## src/rtl/sb_pkg.sv

```systemverilog
// Shared types and default sizing for the store buffer.
package sb_pkg;

  localparam int unsigned SB_DEPTH = 4;
  localparam int unsigned SB_AW    = 8;
  localparam int unsigned SB_DW    = 8;

  typedef enum logic {
    RUN,
    FLUSH
  } sb_state_e;

  // One parked store; widths follow the package defaults above.
  typedef struct packed {
    logic [SB_AW-1:0] addr;
    logic [SB_DW-1:0] data;
  } sb_entry_t;

endpackage

```

## src/rtl/store_buffer_if.sv

```systemverilog
// CPU request/response and memory port bundle of the store buffer.
// master = datapath/memory side, slave = store_buffer.
interface store_buffer_if
  import sb_pkg::*;
#(
  parameter int unsigned AW = SB_AW,
  parameter int unsigned DW = SB_DW
);

  logic          cpu_req_valid;
  logic          cpu_req_write;
  logic [AW-1:0] cpu_req_addr;
  logic [DW-1:0] cpu_req_wdata;
  logic          cpu_req_ready;
  logic [DW-1:0] cpu_rdata;
  logic          cpu_rdata_valid;

  logic [AW-1:0] mem_address;
  logic [DW-1:0] mem_write_data;
  logic          mem_read_write;
  logic [DW-1:0] mem_read_data;

  modport master (
    output cpu_req_valid, cpu_req_write, cpu_req_addr, cpu_req_wdata,
    input  cpu_req_ready, cpu_rdata, cpu_rdata_valid,
    input  mem_address, mem_write_data, mem_read_write,
    output mem_read_data
  );

  modport slave (
    input  cpu_req_valid, cpu_req_write, cpu_req_addr, cpu_req_wdata,
    output cpu_req_ready, cpu_rdata, cpu_rdata_valid,
    output mem_address, mem_write_data, mem_read_write,
    input  mem_read_data
  );

endinterface

```

## src/rtl/sb_match.sv

```systemverilog
// Parallel address compare over the occupied FIFO slots. Reports whether any
// pending store matches and the age of the youngest match (0 = entry just
// below tail).
module sb_match #(
  parameter  int unsigned DEPTH = 4,
  parameter  int unsigned AW    = 8,
  localparam int unsigned PW    = $clog2(DEPTH),
  localparam int unsigned CW    = PW + 1
) (
  input  logic [AW-1:0] entry_addr [DEPTH],
  input  logic [PW-1:0] tail,
  input  logic [CW-1:0] count,
  input  logic [AW-1:0] addr,
  output logic          hit,
  output logic [PW-1:0] age
);

  logic [PW-1:0] slot;

  // Scan oldest to youngest so the youngest matching entry wins.
  always_comb begin
    hit  = 1'b0;
    age  = '0;
    slot = '0;
    for (int unsigned i = 0; i < DEPTH; i++) begin
      slot = tail - PW'(DEPTH - 1 - i) - PW'(1);
      if ((CW'(DEPTH - 1 - i) < count) && (entry_addr[slot] == addr)) begin
        hit = 1'b1;
        age = PW'(DEPTH - 1 - i);
      end
    end
  end

endmodule

```

## src/rtl/store_buffer.sv

```systemverilog
// Store buffer in front of a single-cycle data memory. Stores are parked in
// an in-order FIFO and drained one per cycle whenever no load owns the port.
// Loads are checked against pending stores.
// Optional macro SB_FORWARD_EN: matching loads take the youngest pending
// store data; otherwise matching loads stall until the match has drained.
// Entry storage uses the package entry layout, so AW/DW must track
// SB_AW/SB_DW.
module store_buffer
  import sb_pkg::*;
#(
  parameter int unsigned DEPTH = SB_DEPTH,
  parameter int unsigned AW    = SB_AW,
  parameter int unsigned DW    = SB_DW
) (
  input  logic                     clk,
  input  logic                     rst_n,
  store_buffer_if.slave            bus,
  input  logic                     flush,
  output logic                     flush_done,
  output logic [$clog2(DEPTH):0]   count,
  output logic                     full,
  output logic                     empty
);

  localparam int unsigned PW = $clog2(DEPTH);
  localparam int unsigned CW = PW + 1;

  sb_state_e     state_q, state_d;
  sb_entry_t     entry_q [DEPTH];
  logic [AW-1:0] entry_addr [DEPTH];
  logic [PW-1:0] head_q, tail_q;
  logic [CW-1:0] count_q;
  logic [DW-1:0] rdata_q;
  logic          rdata_valid_q;
  logic          flush_done_q;

  logic          match_hit;
  logic [PW-1:0] match_age;
  logic          load_ok;
  logic [DW-1:0] load_data;
  logic          ready;
  logic          store_acc;
  logic          load_acc;
  logic          drain;

  assign full       = (count_q == CW'(DEPTH));
  assign empty      = (count_q == '0);
  assign count      = count_q;
  assign flush_done = flush_done_q;

  assign bus.cpu_rdata       = rdata_q;
  assign bus.cpu_rdata_valid = rdata_valid_q;
  assign bus.cpu_req_ready   = ready;

  // Expose only the address field of each slot to the comparator.
  always_comb begin
    for (int unsigned i = 0; i < DEPTH; i++) begin
      entry_addr[i] = entry_q[i].addr;
    end
  end

  sb_match #(
    .DEPTH (DEPTH),
    .AW    (AW)
  ) u_match (
    .entry_addr (entry_addr),
    .tail       (tail_q),
    .count      (count_q),
    .addr       (bus.cpu_req_addr),
    .hit        (match_hit),
    .age        (match_age)
  );

`ifdef SB_FORWARD_EN
  logic [PW-1:0] fwd_slot;

  // Matching loads are served from the youngest pending store.
  always_comb begin
    fwd_slot  = tail_q - match_age - PW'(1);
    load_ok   = 1'b1;
    load_data = match_hit ? entry_q[fwd_slot].data : bus.mem_read_data;
  end
`else
  logic unused_age;
  assign unused_age = ^match_age;

  // Matching loads wait for the store to reach memory; data comes only from memory.
  always_comb begin
    load_ok   = !match_hit;
    load_data = bus.mem_read_data;
  end
`endif

  // Request handshake and memory port arbitration: an accepted load owns the
  // port, otherwise the FIFO head drains. Drain is held off during reset so
  // a reset edge never commits a write.
  always_comb begin
    ready = 1'b0;
    if (state_q == RUN) begin
      ready = bus.cpu_req_write ? !full : load_ok;
    end
    store_acc = bus.cpu_req_valid &  bus.cpu_req_write & ready;
    load_acc  = bus.cpu_req_valid & !bus.cpu_req_write & ready;
    drain     = rst_n & !load_acc & !empty;

    bus.mem_read_write = drain;
    bus.mem_address    = '0;
    bus.mem_write_data = '0;
    if (load_acc) begin
      bus.mem_address = bus.cpu_req_addr;
    end else if (drain) begin
      bus.mem_address    = entry_q[head_q].addr;
      bus.mem_write_data = entry_q[head_q].data;
    end
  end

  // Next-state logic for the run/flush controller.
  always_comb begin
    state_d = state_q;
    unique case (state_q)
      RUN:     if (flush) state_d = FLUSH;
      FLUSH:   if (count_q == '0) state_d = RUN;
      default: state_d = RUN;
    endcase
  end

  // State register and the flush completion pulse.
  always_ff @(posedge clk) begin
    if (!rst_n) begin
      state_q      <= RUN;
      flush_done_q <= 1'b0;
    end else begin
      state_q      <= state_d;
      flush_done_q <= (state_q == FLUSH) && (count_q == '0);
    end
  end

  // FIFO pointers, occupancy and registered load return.
  always_ff @(posedge clk) begin
    if (!rst_n) begin
      head_q        <= '0;
      tail_q        <= '0;
      count_q       <= '0;
      rdata_q       <= '0;
      rdata_valid_q <= 1'b0;
    end else begin
      if (store_acc) tail_q <= tail_q + PW'(1);
      if (drain)     head_q <= head_q + PW'(1);
      unique case ({store_acc, drain})
        2'b10:   count_q <= count_q + CW'(1);
        2'b01:   count_q <= count_q - CW'(1);
        default: count_q <= count_q;
      endcase
      rdata_valid_q <= load_acc;
      if (load_acc) rdata_q <= load_data;
    end
  end

  // Entry storage; contents are qualified by count, so no reset is needed.
  always_ff @(posedge clk) begin
    if (store_acc) begin
      entry_q[tail_q] <= '{addr: bus.cpu_req_addr, data: bus.cpu_req_wdata};
    end
  end

endmodule

```

## src/flat_wrapper.sv

```systemverilog
// flat-port wrapper written by rule: the top's interface ports become plain ports
module store_buffer_flat import sb_pkg::*;
#(
  parameter int unsigned DEPTH = SB_DEPTH,
  parameter int unsigned AW    = SB_AW,
  parameter int unsigned DW    = SB_DW
)
  (clk, rst_n, flush, flush_done, count, full, empty, bus_cpu_req_valid, bus_cpu_req_write, bus_cpu_req_addr, bus_cpu_req_wdata, bus_cpu_req_ready, bus_cpu_rdata, bus_cpu_rdata_valid, bus_mem_address, bus_mem_write_data, bus_mem_read_write, bus_mem_read_data);
  store_buffer_if #(.AW(AW), .DW(DW)) bus_i ();
  input  logic clk;
  input  logic rst_n;
  input  logic flush;
  output logic flush_done;
  output logic [$clog2(DEPTH):0] count;
  output logic full;
  output logic empty;
  input wire logic [$bits(bus_i.cpu_req_valid)-1:0] bus_cpu_req_valid;
  input wire logic [$bits(bus_i.cpu_req_write)-1:0] bus_cpu_req_write;
  input wire logic [$bits(bus_i.cpu_req_addr)-1:0] bus_cpu_req_addr;
  input wire logic [$bits(bus_i.cpu_req_wdata)-1:0] bus_cpu_req_wdata;
  output wire logic [$bits(bus_i.cpu_req_ready)-1:0] bus_cpu_req_ready;
  output wire logic [$bits(bus_i.cpu_rdata)-1:0] bus_cpu_rdata;
  output wire logic [$bits(bus_i.cpu_rdata_valid)-1:0] bus_cpu_rdata_valid;
  output wire logic [$bits(bus_i.mem_address)-1:0] bus_mem_address;
  output wire logic [$bits(bus_i.mem_write_data)-1:0] bus_mem_write_data;
  output wire logic [$bits(bus_i.mem_read_write)-1:0] bus_mem_read_write;
  input wire logic [$bits(bus_i.mem_read_data)-1:0] bus_mem_read_data;
  assign bus_i.cpu_req_valid = bus_cpu_req_valid;
  assign bus_i.cpu_req_write = bus_cpu_req_write;
  assign bus_i.cpu_req_addr = bus_cpu_req_addr;
  assign bus_i.cpu_req_wdata = bus_cpu_req_wdata;
  assign bus_cpu_req_ready = bus_i.cpu_req_ready;
  assign bus_cpu_rdata = bus_i.cpu_rdata;
  assign bus_cpu_rdata_valid = bus_i.cpu_rdata_valid;
  assign bus_mem_address = bus_i.mem_address;
  assign bus_mem_write_data = bus_i.mem_write_data;
  assign bus_mem_read_write = bus_i.mem_read_write;
  assign bus_i.mem_read_data = bus_mem_read_data;
  store_buffer #(.DEPTH(DEPTH), .AW(AW), .DW(DW)) u_core (.clk(clk), .rst_n(rst_n), .bus(bus_i), .flush(flush), .flush_done(flush_done), .count(count), .full(full), .empty(empty));
endmodule
```

## config.mk

```make
export PLATFORM = sky130hd
export DESIGN_NAME = store_buffer_flat
export DESIGN_NICKNAME = d
export VERILOG_FILES = /design/src/rtl/sb_pkg.sv /design/src/rtl/store_buffer_if.sv /design/src/rtl/sb_match.sv /design/src/rtl/store_buffer.sv /design/src/flat_wrapper.sv
export SDC_FILE = /design/constraint.sdc
export NUM_CORES = 1
export LEC_CHECK = 0
export ABC_CLOCK_PERIOD_IN_PS = 6850
export CORE_MARGIN = 1.5
export CORE_UTILIZATION = 35
export CTS_CLUSTER_DIAMETER = 50
export DETAILED_ROUTE_END_ITERATION = 10
export GPL_ROUTABILITY_DRIVEN = 0
export MAX_ROUTING_LAYER = met4
export PLACE_DENSITY = 0.62
export SYNTH_ARGS = -nofsm -noshare
export SYNTH_HDL_FRONTEND = slang
export SYNTH_SLANG_ARGS = --single-unit
```

## constraint.sdc

```tcl
create_clock -name clk -period 6.85 [get_ports clk]
set_clock_uncertainty 0.15 [all_clocks]
set_input_delay 2.055 -clock clk [delete_from_list [all_inputs] [get_ports clk]]
set_output_delay 2.055 -clock clk [all_outputs]
set_load 0.01 [all_outputs]
```

### Yosys cells after proc, flatten, opt, wreduce, memory -nomap -nowiden

Memory sizes are Yosys's and may differ from the RTL's. A register that Yosys moved wholly into a read port is not among the register bits.
Index checks and enable logic that the tools add are counted.

* add/subtract/negate cells: 10
* magnitude comparators: 8
* equal/unequal tests: 7
* mux-type cells: 30
* bitwise logic cells: 11
* reductions and logical operators: 12

Operator list (number)
* 8-bit 2-to-1 mux: 12
* 8-bit binary-select mux with 2-bit select: 4
* 8-bit == test: 4
* 3-bit >= comparator (second input constant): 4
* 2-bit inverter with 3-bit output: 4
* 1-bit 2-to-1 mux: 10
* 2-bit by 1-bit subtractor with 2-bit output (second input constant): 4
* 1-bit AND: 6
* 1-bit by 3-bit < comparator with 1-bit output (first input constant): 2
* 2-bit by 3-bit < comparator with 1-bit output (first input constant): 2
* 3-bit one-hot mux with 2 select lines: 1
* 1-bit logical AND: 5
* 1-bit zero test: 5
* 2-bit by 1-bit adder with 2-bit output (second input constant): 2
* 2-bit 2-to-1 mux: 2
* 2-bit subtractor (second input constant): 2
* 3-bit by 1-bit adder with 3-bit output (second input constant): 1
* 3-bit == test (second input constant): 1
* 3-bit zero test: 1
* 3-bit by 1-bit subtractor with 3-bit output (second input constant): 1
* 2-bit by 1-bit == test with 1-bit output (second input constant): 1
* 2-bit == test (second input constant): 1
* 1-bit one-hot mux with 2 select lines: 1
* 2-bit nonzero test: 1
* 1-bit inverter: 1

* flip-flop bits (word level): 18
* RAM bits: 64
* input bits: 29
* logic and storage cells: 86
* memories kept: 1

Memories
* u_core.entry_q: depth 4, width 16, rd ports 5, clocked after Yosys merged registers in 1, wr ports 1, line store_buffer.sv:29 `sb_entry_t entry_q [DEPTH];`

### Longest topological paths before layout

Gate-level depths: netlist of the first run.

* depth in word-level cells: 21
* depth in mapped cells: 19
* mapped depth without buffers: 13

### Hierarchy

From an unflattened synthesis of the first run, not the netlist that was laid out.

* cells, all modules: 330
* area total of the unflattened synthesis: 4611.9 um2

By module, submodules not included
* store_buffer: times used 1, cells an instance 206, area an instance 3453.3 um2, sequential area each 2322.2 um2
* sb_match: times used 1, cells an instance 124, area an instance 1158.6 um2, sequential area each 0.0 um2

### Least setup slack after synthesis of the first run

No wires, ideal clock.

* path kind: input port to output port
* start point: input bus_cpu_req_addr[6]
* end point: output bus_mem_write_data[0]
* arrival time: 3.902 ns
* path slack: 0.743 ns
* cell stages on the path: 8
* cells stage by stage: buf_1 xnor2_1 a2111oi_0 a22oi_1 o31ai_4 nor3_4 buf_2 nor3b_1

* word-level cells in the longest chain between the ends: 15
* elaborated cells on any way between the ends: 21

RTL lines
* from (decl): line flat_wrapper.sv:19 `input wire logic [$bits(bus_i.cpu_req_addr)-1:0] bus_cpu_req_addr;`
* 8-bit == test: line sb_match.sv:27 `if ((CW'(DEPTH - 1 - i) < count) && (entry_addr[slot] == addr)) begin`
* 1-bit logical AND: line sb_match.sv:27
* 1-bit 2-to-1 mux (3 in a row): line sb_match.sv:27
* 1-bit 2-to-1 mux (*): line sb_match.sv:27
* 1-bit zero test (*): line store_buffer.sv:89 `load_ok = !match_hit;`
* 1-bit 2-to-1 mux (*): line store_buffer.sv:100 `ready = bus.cpu_req_write ? !full : load_ok;`
* 1-bit 2-to-1 mux (*): line store_buffer.sv:99 `if (state_q == RUN) begin`
* 1-bit AND (*): line store_buffer.sv:103 `load_acc = bus.cpu_req_valid & !bus.cpu_req_write & ready;`
* 1-bit zero test: line store_buffer.sv:104 `drain = rst_n & !load_acc & !empty;`
* 1-bit AND (2 in a row): line store_buffer.sv:104
* 8-bit 2-to-1 mux: line store_buffer.sv:111 `end else if (drain) begin`
* 8-bit 2-to-1 mux (*): line store_buffer.sv:109 `if (load_acc) begin`
* to (decl): line flat_wrapper.sv:25 `output wire logic [$bits(bus_i.mem_write_data)-1:0] bus_mem_write_data;`

Every way passes the cells marked *; elsewhere a longest branch is shown, timed or not.

### Worst setup path in the final report of the first run

* start point: input bus_cpu_req_addr[2]
* end point: output bus_mem_address[6]

* word-level cells in the longest chain between the ends: 15
* elaborated cells on any way between the ends: 21

RTL lines
* 8-bit == test: line sb_match.sv:27
* 1-bit logical AND: line sb_match.sv:27
* 1-bit 2-to-1 mux (3 in a row): line sb_match.sv:27
* 1-bit 2-to-1 mux (*): line sb_match.sv:27
* 1-bit zero test (*): line store_buffer.sv:89
* 1-bit 2-to-1 mux (*): line store_buffer.sv:100
* 1-bit 2-to-1 mux (*): line store_buffer.sv:99
* 1-bit AND (*): line store_buffer.sv:103
* 1-bit zero test: line store_buffer.sv:104
* 1-bit AND (2 in a row): line store_buffer.sv:104
* 8-bit 2-to-1 mux: line store_buffer.sv:111
* 8-bit 2-to-1 mux (*): line store_buffer.sv:109
* to (decl): line flat_wrapper.sv:24 `output wire logic [$bits(bus_i.mem_address)-1:0] bus_mem_address;`

Marked as above.

==> impl_metrics.toml, run 1 <==
[setup_path]
crit_fanout = 16
required_ns = 4.64
r2r_start = "u_core.tail_q[1]"
worstSetupStartpointType = "input port"
rr_worst_depth = 15
end_kind = "output pin"
reg2reg_to = "u_core.count[2]"
crit_type = "input port to output pin"
endpoint = "bus_mem_address[6]"
startpoint = "bus_cpu_req_addr[2]"
rrSetupSlack_ns = 2.56
cp_data_arrival_time_ns = 4.50

[drt]
vias = 3152
drt_iter0_drc = 174
post_drt_wl_per_cell_um = 18.4
route.detailed.drc = 0
dr.pass1.iters = 4
via_per_inst = 5.13
ant_nets = 0
wirelength_um = 11300

[timing]
setup_viol = 0
slew_violations = 0
timing.final.crit_share = 0.979
grt_setup_unrepaired = "false"
period_minus_slack_ns = 6.71
timing.hold.ws_ns = 0.306
maxSlewHeadroom = 0.315
final-hold-violation-count = 0
fin_ws_ns = 0.141
max_freq_ghz = 0.149
tightest_slew_ns = 1.03

[synthesis]
synth_area_um2 = 4930
yosys_warnings = 0
yosys-top-cells-area = "edfxtp_1, mux4_2, dfxtp_1"
ys_seq_elements = 84
syn_area_per_cell_um2 = 14.0
synth-edff-count = 64
yosysSeqAreaShare = 0.471
synthesis.nets = 391
synth_cell_type_count = 52
syn_inst = 353
synthFlopType = "edfxtp_1"
synth_top_area_cell = "edfxtp_1"
yosysTopAreaCellShare = 0.390
synthArstFlopShare = 0

[pwr]
p_leak_uw = 0.00216
p_per_area_nw_per_um2 = 248
ir_drop_uv = 224

[global_routing]
grt_pass1_vias = 3304
grt_max_degree = 45
grt_overflow = 0
grt_pass1_wl_um = 18200
antenna_found_initial = 0
grtUsageTotal = 0.171

[cells_and_area]
final_nets = 467
layout_common_cells = "edfxtp_1, clkdlybuf4s50_1, mux4_2, xnor2_1, mux2i_1"
layout_commonest_cell = "edfxtp_1"
antenna_cells = 0
drive_above_1_share = 0.228
area_growth_pct = 25.6
n_fill_cell = 1246

[die]
initial_utilization = 0.356
die-area_um2 = 14800
die_w_um = 122
ios = 62
row_count = 43
die_y_um = 122
coreArea_um2 = 13800

[clock_tree]
cts_made_buffers = 9
cts_max_level = 3
cts_buffer_depth = 2
tritoncts = "yes"
insertion_delay_ns = 0.35
cts_root_buf = "clkbuf_16"
clk_pin_slew_ns = 0.06
clock-sinks = 84

[job]
maxCapViolCount = 0

[placed_design]
dp_slack_ns = -0.244
port_buffers = 61
hpwl_um = 7580

[status]
outcome = "finished, final reports clean"

[worst_hold_path]
hold_start = "u_core.bus.cpu_rdata[4]"
hold_class = "flop to flop"
## report_power, final
part           internal (uW)  switching [uW]
clock network            283             203
registers                575            30.0
logic                    238             207
total                   1090             440
## layout make-up
| type | count | area [um2] | share of cell area |
|---|---|---|---|
| well taps | 180 | 225 | 0.0364 |
| clock inverters | 6 | 63.8 | 0.0103 |
| flip-flops and latches | 84 | 2320 | 0.376 |
| multi-input cells | 231 | 2440 | 0.395 |
| clock buffers | 10 | 229 | 0.0370 |
| repair buffers | 93 | 863 | 0.140 |
| inverters | 10 | 37.5 | 0.00607 |
## synthesized netlist by cell type, types with 2 or more instances
cell and number:
edfxtp_1 64, mux4_2 34, xnor2_1 33, mux2i_1 32, nand2_1 22, dfxtp_1 20, clkbuf_1 13, and2_1 10
inv_1 10, ha_1 9, nor2b_1 9, nor3b_1 9, mux2_2 6, nor2_1 6, o21ai_0 6, buf_2 5
buf_6 5, nand3_1 5, xor2_1 5, mux4_1 4, o211ai_1 4, o211a_1 3, a2111oi_0 2, a21oi_1 2
a22oi_1 2, and3_1 2, buf_1 2, nand2b_1 2, nand4_1 2, nor3_1 2, or3_1 2
## sequential cells by signal, summed over array words and instances, names as in the netlist, named ones only
register	flops
u_core.tail_q	2
u_core.state_q	1
u_core.flush_done	1
u_core.bus.cpu_rdata	8
u_core.entry_q	64
u_core.count	3
u_core.bus.cpu_rdata_valid	1
u_core.head_q	2
## critical path: stages
cell and delay [ns]:
clkdlybuf4s50_1 0.47, buf_6 0.14, xnor2_1 0.07, or3_1 0.33, a2111o_1 0.42, o22ai_4 0.17
nor3_4 0.07, buf_12 0.17, mux2_4 0.31, dlygate4sd2_1 0.28
## logic make-up after synthesis
family | after synthesis | synth area share
compound gates | 30 | 0.0488
simple gates | 76 | 0.0869
flops | 84 | 0.471
mux | 78 | 0.261
buf+inv | 38 | 0.0411
xor+xnor | 38 | 0.0676
fa+ha+maj | 9 | 0.0229
## metrics by stage
| stage | instance area (um2) | instances | power [uW] | setup TNS, ns | util |
|---|---|---|---|---|---|
| 3_3_place_gp | 5840 | 597 | 1060 | -1.47 | 0.423 |
| 4_1_cts | 6160 | 614 | 1550 | 0 | 0.445 |
| 6_report | 6190 | 614 | 1530 | 0 | 0.447 |
| 5_1_grt | 6190 | 614 | 1610 | 0 | 0.447 |
| 3_5_place_dp | 5840 | 597 | 1070 | -3.34 | 0.423 |
| 2_1_floorplan | 4930 | 353 | 906 | 0 | - |
## metal layers
metal	routed length [um]	vias to the layer above	share of wire	track usage
li1	-	1494	-	-
met1	4940	1557	0.44	0.209
met2	5560	87	0.49	0.277
met3	606	14	0.054	0.0482
met4	176	0	0.016	0.0522
met5	0	-	0	-
## what timing repair did
action	in CTS	in global routing
resized for setup	24	7
hold buffers	0	0
setup buffers	1	0
endpoints found under the hold margin	0	0
pin swaps	2	2
endpoints found under the setup margin	18	3
## worst min-delay path by stage
stage / endpoint / cells after the start
2_1_floorplan: u_core.bus.cpu_rdata[0] / 2
3_3_place_gp: u_core.bus.cpu_rdata[1] / 2
3_5_place_dp: u_core.bus.cpu_rdata[4] / 2
4_1_cts: u_core.bus.cpu_rdata[4] / 2
5_1_grt: u_core.bus.cpu_rdata[0] / 2
6_report: u_core.bus.cpu_rdata[4] / 2
(Power assumes the default switching activity.)
==> run 2: changes to the inputs <==
--- a/config.mk
+++ b/config.mk
@@ -5,14 +5,15 @@
 export SDC_FILE = /design/constraint.sdc
 export NUM_CORES = 1
 export LEC_CHECK = 0
-export ABC_CLOCK_PERIOD_IN_PS = 6850
+export ABC_CLOCK_PERIOD_IN_PS = 7800
 export CORE_MARGIN = 1.5
-export CORE_UTILIZATION = 35
+export CORE_UTILIZATION = 33
 export CTS_CLUSTER_DIAMETER = 50
 export DETAILED_ROUTE_END_ITERATION = 10
 export GPL_ROUTABILITY_DRIVEN = 0
+export GPL_TIMING_DRIVEN = 0
 export MAX_ROUTING_LAYER = met4
-export PLACE_DENSITY = 0.62
+export PLACE_DENSITY = 0.59
 export SYNTH_ARGS = -nofsm -noshare
 export SYNTH_HDL_FRONTEND = slang
 export SYNTH_SLANG_ARGS = --single-unit
==> constraint.sdc (replaced) <==
create_clock -name clk -period 7.8 [get_ports clk]
set_clock_uncertainty 0.15 [all_clocks]
set_input_delay 2.34 -clock clk [delete_from_list [all_inputs] [get_ports clk]]
set_output_delay 2.34 -clock clk [all_outputs]
set_load 0.01 [all_outputs]
==> run 2 against run 1 <==
  * Sequential share of layout area rose by 0.094 points
  * Worst setup slack better by 0.0020 ns
  * Non-clock buffer count fell by 5
  * Worst hold slack improved by 0.0031 ns
  * Count of clock-buffer cells in the layout is 1 lower
  * Largest power group unchanged
  * Cell count is 0.16% lower
  * Combinational power shrank 7.9%
  * Via count is 1.1% higher
  * Die area grew 5.9%
  * Core utilization is 2.3 points lower
  * Highest routed layer unchanged
  * Cell area shrank 0.30%
==> impl_metrics.toml, run 2 (synthesized netlist as in run 1, its figures left out) <==
[cells_and_area]
finalInstanceArea_um2 = 6170
layout_common_cells = "edfxtp_1, clkdlybuf4s50_1, mux4_2, xnor2_1, mux2i_1"
area_growth_pct = 25.2
drive_above_1_share = 0.200
antenna_cells = 0
largest_reg_flops = 64
n_fill_cell = 1372
stdcell_count = 613
final_nets = 462
top_register = "u_core.entry_q"
layout_commonest_cell = "edfxtp_1"

[placed_design]
hpwl_um = 8190
place_area_um2 = 5770
port_buffers = 61
placed_cells = 598

[setup_path]
end_kind = "output pin"
rrSetupSlack_ns = 2.82
crit_type = "input port to output pin"
cp_slowest_cell = "clkdlybuf4s50_1"
cp_data_arrival_time_ns = 5.17
crit_buf_inv = 4
worstSetupStartpointType = "input port"
r2r_start = "u_core.tail_q[0]"
path_cells = "clkdlybuf4s50_1 > clkbuf_1 > xnor2_1 > nand4_1 > or4_4 > o31ai_4 > nor3_4 > buf_6 > mux2_4 > clkdlybuf4s50_1"
rr_worst_depth = 18
startpoint = "bus_cpu_req_addr[1]"
critPathMostFrequentCell = "clkdlybuf4s50_1"
crit_family = "buffers and inverters"
required_ns = 5.31
reg2reg_to = "u_core.count[2]"
critPathMaxStageDelay_ns = 0.54
crit_fanout = 10

[die]
row_count = 44
coreArea_um2 = 14500
die-area_um2 = 15700
die_w_um = 125
initial_utilization = 0.339
ios = 62
die_y_um = 125

[pwr]
p_leak_uw = 0.00213
power_uw = 1410
ir_drop_uv = 171
p_per_area_nw_per_um2 = 229

[drt]
wirelength_um = 12000
via_per_inst = 5.20
route.detailed.drc = 0
drt_iter0_drc = 198
ant_nets = 0
dr.pass1.iters = 4
post_drt_wl_per_cell_um = 19.6
vias = 3187

[clock_tree]
cts_max_level = 3
cts_root_buf = "clkbuf_16"
insertion_delay_ns = 0.35
tritoncts = "yes"
hold_buffers = 0
cts_made_buffers = 9
cts_buffer_depth = 2
clk_pin_slew_ns = 0.07
clock-sinks = 84

[global_routing]
grt_max_degree = 17
grt_overflow = 0
grt_pass1_wl_um = 19100
antenna_found_initial = 0
grtUsageTotal = 0.166
grt_pass1_vias = 3360

[timing]
timing.final.crit_share = 0.982
max_freq_ghz = 0.131
grt_setup_unrepaired = "false"
maxSlewHeadroom = 0.150
setup_viol = 0
period_minus_slack_ns = 7.66
tightest_slew_ns = 1.26
final-hold-violation-count = 0
slew_violations = 0

[worst_hold_path]
hold_class = "flop to flop"
hold_start = "u_core.bus.cpu_rdata[1]"
hold_end = "u_core.bus.cpu_rdata[1]"
min_path_cells = 2

[job]
maxCapViolCount = 0

[status]
outcome = "finished, final reports clean"
run 2: cell count changes in the layout (fill, tap and decap cells not counted), moves of 2 or more:
cell / change
clkdlybuf4s50_1: +11
buf_2: +2
dlygate4sd2_1: -14
dlymetal6s2s_1: +3
clkbuf_1: +9
nor3b_2: +2
buf_6: +4
nor3b_1: -2
buf_4: -24
run 2: routing by layer:
metal	share of wire	vias up	wire, um	global-route usage
li1	-	1487	-	-
met2	0.49	86	5850	0.269
met4	0.010	0	123	0.0475
met3	0.056	8	668	0.0359
met1	0.45	1606	5400	0.211
met5	0	-	0	-
run 2: how the worst max path moves through the flow:
stage / to / slack [ns] / cells after the start
final: bus_mem_address[6] / 0.14 / 10
after global routing: bus_mem_address[6] / 0.03 / 10
after CTS: bus_mem_write_data[1] / 0.0005 / 10
after detailed placement: bus_mem_write_data[1] / -0.43 / 10
after global placement: bus_mem_write_data[1] / -0.44 / 10
after floorplan: bus_mem_write_data[0] / 1.12 / 8
run 2: layout make-up:
cell class / instances / area (um2) / share of cell area
Clock buffer: 9 / 225 / 0.0365
Buffer: 24 / 161 / 0.0262
Tap cell: 184 / 230 / 0.0373
Sequential cell: 84 / 2320 / 0.377
Timing Repair Buffer: 64 / 651 / 0.105
Multi-Input combinational cell: 231 / 2440 / 0.395
Clock inverter: 7 / 104 / 0.0168
Inverter: 10 / 37.5 / 0.00609
run 2: worst register-to-register path, stage by stage (launching register included):
cell and delay (ns):
dfxtp_1 0.38, buf_6 0.19, buf_6 0.20, buf_4 0.26
inv_1 0.13, ha_1 0.31, buf_6 0.17, buf_2 0.32
buf_2 0.35, mux4_2 0.38, xnor2_1 0.15, o2111ai_1 0.19
o22ai_2 0.16, nor3_4 0.29, clkbuf_4 0.31, nor2_4 0.07
ha_1 0.38, or3_1 0.38, a21boi_0 0.16
run 2: stage by stage:
stage / utilization / hold WS, ns / worst slack, ns / setup TNS [ns]
CTS: 0.421 / 0.313 / 0.000519 / 0
global placement: 0.397 / 0.291 / -0.441 / -4.56
floorplan: - / 0.329 / 1.12 / 0
finish: 0.424 / 0.309 / 0.143 / 0
global route: 0.424 / 0.337 / 0.0348 / 0
detailed placement: 0.397 / 0.302 / -0.426 / -5.06
run 2: report_power, final:
group / internal [uW] / leakage (uW) / switching [uW]
Combinational: 216 / 0.00124 / 195
Clock: 285 / 0.000155 / 193
Sequential: 504 / 0.000743 / 19.2
run 2: timing repair:
item | in CTS | in global routing
setup endpoints to repair | 18 | 18
buffers inserted | 3 | 0
gates resized for setup | 7 | 16
pin swaps | 4 | 0
